$ cat config.mk
export PLATFORM = sky130hd
export DESIGN_NAME = decommutator_3_to_5
export DESIGN_NICKNAME = d
export VERILOG_FILES = /design/src/rtl/decomm_pkg.sv /design/src/rtl/decomm_rr_arbiter.sv /design/src/rtl/decommutator_3_to_5.sv
export SDC_FILE = /design/constraint.sdc
export NUM_CORES = 1
export LEC_CHECK = 0
export ABC_CLOCK_PERIOD_IN_PS = 3500
export BUFFER_PORTS_ARGS = -buffer_cell sky130_fd_sc_hd__buf_4
export CAP_MARGIN = 20
export CORE_ASPECT_RATIO = 2
export CORE_UTILIZATION = 45
export CTS_BUF_LIST = sky130_fd_sc_hd__clkbuf_2
export DETAILED_ROUTE_END_ITERATION = 6
export PLACE_DENSITY = 0.7
export REMOVE_ABC_BUFFERS = 1
export SYNTH_ARGS = -nofsm -noshare
export SYNTH_HDL_FRONTEND = slang
export SYNTH_SLANG_ARGS = --single-unit
export TNS_END_PERCENT = 100
$ cat constraint.sdc
create_clock -name clk -period 3.5 [get_ports clk]
set_input_delay 0.35 -clock clk [delete_from_list [all_inputs] [get_ports clk]]
set_output_delay 0.35 -clock clk [all_outputs]
set_load 0.01 [all_outputs]
$ cat src/rtl/decomm_pkg.sv
// Shared constants and types for the 3-lane to 5-port decommutator.
// Contents: lane/port counts, destination field width, lane-index type,
// and a modulo-3 increment helper for the rotating priority pointer.
package decomm_pkg;

   localparam int unsigned NUM_IN  = 3;
   localparam int unsigned NUM_OUT = 5;
   localparam int unsigned DEST_W  = 3;

   typedef logic [1:0] lane_idx_t;

   // (a + k) mod NUM_IN, used both for priority scan order and pointer advance
   function automatic lane_idx_t rr_add(input lane_idx_t a, input int unsigned k);
      int unsigned s;
      s = (32'(a) + k) % NUM_IN;
      return lane_idx_t'(s);
   endfunction

endpackage

$ cat src/rtl/decomm_rr_arbiter.sv
// Rotating-priority arbiter for one output port.
// Ports:
//   req   - per-lane request (already qualified by port writability)
//   rr    - lane with highest priority; order is rr, rr+1, rr+2 mod 3
//   grant - one-hot grant, all zero when no lane requests
module decomm_rr_arbiter
   import decomm_pkg::*;
(
   input  logic [NUM_IN-1:0] req,
   input  lane_idx_t         rr,
   output logic [NUM_IN-1:0] grant
);

   lane_idx_t idx;
   logic      found;

   // Scan lanes starting at rr; first requester wins
   always_comb begin
      grant = '0;
      found = 1'b0;
      idx   = rr;
      for (int unsigned k = 0; k < NUM_IN; k++) begin
         idx = rr_add(rr, k);
         if (!found && req[idx]) begin
            grant[idx] = 1'b1;
            found      = 1'b1;
         end
      end
   end

endmodule

$ cat src/rtl/decommutator_3_to_5.sv
// Routes words from 3 input lanes to 5 output ports, each port backed by a
// one-entry holding register. Lanes contending for the same port are resolved
// by a single rotating pointer shared by all ports.
// Optional feature: define DECOMM_PARITY_EN to add in_par (even parity per
// lane); a lane with bad parity is accepted, dropped, and sets err.
// Ports:
//   clk, rst           - clock, synchronous active-high reset
//   in_valid/in_ready  - per-lane handshake (in_ready is combinational)
//   in_dest            - 3-bit destination per lane, legal 0..4
//   in_data            - W-bit payload per lane
//   in_par             - per-lane parity bit (DECOMM_PARITY_EN only)
//   out_valid/out_ready- per-port handshake, out_valid is the full flag
//   out_data           - W-bit registered payload per port
//   err                - sticky flag: illegal destination (or bad parity)
module decommutator_3_to_5
   import decomm_pkg::*;
#(
   parameter int unsigned W = 8
) (
   input  logic                    clk,
   input  logic                    rst,
   input  logic [NUM_IN-1:0]       in_valid,
   output logic [NUM_IN-1:0]       in_ready,
   input  logic [NUM_IN*DEST_W-1:0] in_dest,
   input  logic [NUM_IN*W-1:0]     in_data,
`ifdef DECOMM_PARITY_EN
   input  logic [NUM_IN-1:0]       in_par,
`endif
   output logic [NUM_OUT-1:0]      out_valid,
   input  logic [NUM_OUT-1:0]      out_ready,
   output logic [NUM_OUT*W-1:0]    out_data,
   output logic                    err
);

   logic [NUM_OUT-1:0] full;
   lane_idx_t          rr;

   logic [DEST_W-1:0]  dest     [NUM_IN];
   logic [NUM_IN-1:0]  legal;
   logic [NUM_IN-1:0]  bad;
   logic [NUM_OUT-1:0] writable;
   logic [NUM_IN-1:0]  req      [NUM_OUT];
   logic [NUM_IN-1:0]  grant    [NUM_OUT];
   logic [NUM_OUT-1:0] wr;
   logic [W-1:0]       wr_data  [NUM_OUT];
   logic               contend;
   logic               err_set;

   assign out_valid = full;

   // Lane decode, parity qualification and per-port request vectors
   always_comb begin
      legal    = '0;
      bad      = '0;
      writable = ~full | out_ready;
      for (int unsigned i = 0; i < NUM_IN; i++) begin
         dest[i]  = in_dest[i*DEST_W +: DEST_W];
         legal[i] = (dest[i] < DEST_W'(NUM_OUT));
`ifdef DECOMM_PARITY_EN
         bad[i]   = ^{in_par[i], in_data[i*W +: W]};
`endif
      end
      for (int unsigned j = 0; j < NUM_OUT; j++) begin
         req[j] = '0;
         for (int unsigned i = 0; i < NUM_IN; i++) begin
            req[j][i] = !rst && in_valid[i] && legal[i] && !bad[i] &&
                        (dest[i] == DEST_W'(j)) && writable[j];
         end
      end
   end

   for (genvar j = 0; j < NUM_OUT; j++) begin : g_arb
      decomm_rr_arbiter u_arb (
         .req   (req[j]),
         .rr    (rr),
         .grant (grant[j])
      );
   end

   // Handshake back to lanes, write selection and contention detection.
   // Illegal-destination and bad-parity words are accepted and discarded.
   always_comb begin
      in_ready = '0;
      wr       = '0;
      contend  = 1'b0;
      err_set  = 1'b0;
      for (int unsigned j = 0; j < NUM_OUT; j++) begin
         wr_data[j] = '0;
         wr[j]      = |grant[j];
         contend    = contend | (|(req[j] & ~grant[j]));
         for (int unsigned i = 0; i < NUM_IN; i++) begin
            if (grant[j][i]) wr_data[j] = in_data[i*W +: W];
         end
      end
      for (int unsigned i = 0; i < NUM_IN; i++) begin
         if (!rst && in_valid[i]) begin
            if (!legal[i] || bad[i]) begin
               in_ready[i] = 1'b1;
               err_set     = 1'b1;
            end else begin
               for (int unsigned j = 0; j < NUM_OUT; j++) begin
                  if (grant[j][i]) in_ready[i] = 1'b1;
               end
            end
         end
      end
   end

   // Holding registers, rotating pointer and sticky error
   always_ff @(posedge clk) begin
      if (rst) begin
         full     <= '0;
         out_data <= '0;
         rr       <= '0;
         err      <= 1'b0;
      end else begin
         for (int unsigned j = 0; j < NUM_OUT; j++) begin
            if (wr[j]) begin
               full[j]            <= 1'b1;
               out_data[j*W +: W] <= wr_data[j];
            end else if (out_ready[j]) begin
               full[j] <= 1'b0;
            end
         end
         if (contend) rr <= rr_add(rr, 1);
         if (err_set) err <= 1'b1;
      end
   end

endmodule

==> summary.md <==
| Metric | Value |
|---|---|
| Antenna Nets Post-Route | `0` |
| Worst EP arrival | `3.06 ns` |
| P_int | `0.00192 W` |
| DP HPWL | `16000 um` |
| Hold WC Path Type | `input port to flip-flop` |
| Initial antenna violation count | `1` |
| Combinational share of power | `69.3%` |
| Max Clk Rate | `293 MHz` |
| Buffers added on ports | `91` |
| Switching power | `0.00170 W` |
| Syn Std Cell Area | `4100 um^2` |
| Post-synthesis register bit count | `48` |
| Design Area, Final | `5820 um^2` |
| M3 GR Usage | `5.38%` |
| Hold Violations, Final | `0` |
| Global route hottest layer | `met2` |
| Cell taking the most area after synthesis | `dfxtp_1` |
| Total of max-cap violations | `0` |
| Pin slew with the least headroom to its limit | `0.823 ns` |
| Number of global-route vias before repair | `5527` |
| Req. time, crit path | `3.15 ns` |
| Prevailing post-synth register cell | `dfxtp_1` |
| DRT Pass-1 Iters | `5` |
| Placer congestion estimate | `1.08` |
| Rel. slew slack | `44.7%` |
| Nets | `766` |
| Status | `finished, final reports clean` |
| CTS Buf Count | `5` |
| Number of flops mapped to enable cells by yosys | `0` |
| Slew Limit Fails | `0` |
| H-tree levels | `2` |
| Distinct cell type count after synthesis | `73` |
| Seq pwr share | `23.9%` |
| Mean Syn Cell Area | `7.32 um^2` |
| DRC viols | `0` |
| Critical path launch point type | `flip-flop` |
| Crit share post-route | `97.6%` |
| Post-synth ARST share | `0%` |
| Met2 Use GR | `79.0%` |
| M1 GR Usage | `40.1%` |
| CTS Buffer Depth | `2` |
| Clock slew at reported path FFs | `0.27 ns` |
| Most numerous cell in the Yosys netlist | `nand2_1` |
| Largest net degree at the start of global routing | `23` |
| Clock root cell | `clkbuf_2` |
| Leakage Power | `2.30 nW` |
| I/O pins | `92` |
| Die X | `69.5 um` |
| TritonCTS clock tree | `built` |
| Starting Density | `46.2%` |
| Layout cells sized above 1 | `37.2%` |
| Tot GR Track Use | `42.7%` |
| DR WL/cell | `25.5 um` |
| Setup crit end kind | `output port` |
| Die Y | `137 um` |
| Post-Route WL | `21000 um` |
| Clk_lat worst skew | `0.46 ns` |
| Core area | `8890 um^2` |
| Crit Path Class | `flip-flop to output port` |
| CP Max Fanout | `6` |
| Post-layout minimum cycle time | `3.41 ns` |
| Core Rows | `49` |
| Area Growth Syn to Fin | `41.9%` |
| Overall Power | `0.00362 W` |
| Synth warn | `0` |
| Placed cell area | `5350 um^2` |
| Switching fraction of total power | `46.9%` |
| Most instantiated cells after synthesis | `95 x nand2_1, 48 x dfxtp_1, 38 x a21oi_1` |
| Register area share after synthesis | `23.4%` |
| Die Area | `9530 um^2` |
| Via count | `5739` |
| DR iter-0 viols | `669` |
| Clk sinks | `48` |
| Maximum VDD drop | `0.000479 V` |
| Hold buffer count at CTS | `0` |
| First-pass GRT wire length | `30600 um` |
| Setup violators final | `0` |
| Clock share of power | `6.8%` |
| Skew final | `0.0130 ns` |
| Cell Pwr Density | `622 nW/um^2` |
| Via density | `6.97` |
| Final core occ | `65.5%` |
| Cell count after synthesis | `561` |
| Area contributors post-synth | `dfxtp_1 23%, nand2_1 8.7%, a22oi_1 5.1%, a21oi_1 4.6%, mux2i_1 4.1%` |
| Setup TNS | `0 ns` |
| Grt ovf | `0` |
| RSZ-0062 raised after global routing | `true` |
| Layout fillers | `776` |
| Synth top area share | `23.4%` |
==> stage by stage <==
step | instances | hold WS [ns] | worst slack, ns
5_1_grt | 823 | 0.0913 | -0.0698
4_1_cts | 807 | 0.131 | 0.0205
6_report | 823 | 0.138 | 0.0850
2_1_floorplan | 523 | 0.419 | 0.403
3_3_place_gp | 796 | 0.515 | 0.0681
3_5_place_dp | 796 | 0.529 | -0.0424
==> worst max-delay path, stage by stage, from the launching register on <==
cell,delay (ns)
dfxtp_2,0.39
inv_2,0.07
ha_4,0.18
buf_4,0.13
clkinvlp_4,0.13
buf_4,0.18
a31oi_1,0.29
a211oi_1,0.14
a221o_1,0.43
nor2_4,0.20
nor4bb_4,0.23
a21oi_1,0.09
buf_4,0.14
==> repair_timing <==
item | in CTS | in global routing
pin swaps | 1 | 22
endpoints found under the hold margin | 0 | 0
setup buffers | 3 | 17
endpoints found under the setup margin | 10 | 4
gates resized for setup | 14 | 60
==> cell usage in the layout (no fill, tap or decap), drive strengths merged, types with 15 or more instances in the layout <==
cell type	netlist	final
a21oi	38	38
a22oi	28	28
buf	14	188
dfxtp	48	48
mux2i	17	17
nand2	95	95
nand3	18	18
nor2	35	35
nor3	22	22
o21ai	37	37
o31ai	15	15
==> state kept, by name (all words and copies together), names as in the netlist <==
register and count:
rr 2, out_valid 5, out_data 40, err 1
==> per-layer routing <==
layer | vias to the layer above | share of wire (%) | routed length (um)
met2 | 463 | 49 | 10400
met1 | 2664 | 32 | 6700
met3 | 159 | 6.7 | 1400
met4 | 0 | 12 | 2510
met5 | - | 0 | 0
li1 | 2453 | - | -
==> kinds of logic (layout without fill, tap and decap cells) <==
group / Yosys count / in the layout / share of synthesized area (%)
AO/OA/AOI/OAI: 196 / 196 / 33.5
AND/OR/NAND/NOR: 249 / 249 / 32.6
multiplexers: 18 / 18 / 4.42
other: 0 / 1 / 0
flip-flops: 48 / 48 / 23.4
adder cells (fa/ha/maj): 4 / 4 / 1.22
buffers and inverters: 46 / 205 / 4.82
==> final cells by class <==
cell class	count	area, um^2	area share [%]
Timing Repair Buffer	189	1450	24.9
Tap cell	102	128	2.19
Sequential cell	48	966	16.6
Clock buffer	6	30.0	0.516
Multi-Input combinational cell	467	3200	55.0
Clock inverter	2	11.3	0.193
Inverter	8	33.8	0.580
Antenna cell	1	2.50	0.0430
==> power groups by stage <==
| stage | Clock (W) | Combinational, W | Sequential [W] |
|---|---|---|---|
| 3_5_place_dp | 0 | 0.00209 | 0.000856 |
| 4_1_cts | 0.000243 | 0.00221 | 0.000851 |
| 5_1_grt | 0.000269 | 0.00264 | 0.000876 |
| 3_3_place_gp | 0 | 0.00208 | 0.000853 |
| 6_report | 0.000247 | 0.00251 | 0.000864 |
| 2_1_floorplan | 0 | 0.000926 | 0.000907 |
==> path summary, 6_finish.rpt <==
| check | from | end | slack (ns) | cells after the start |
|---|---|---|---|---|
| max reg2reg | rr[0] | out_data[26] | 0.14 | 13 |
| min | in_data[0] | out_data[32] | 0.14 | 3 |
| min reg2reg | rr[1] | rr[1] | 0.58 | 2 |
| max | rr[0] | in_ready[0] | 0.09 | 12 |
No activity file was read; power rests on OpenSTA's default activity.
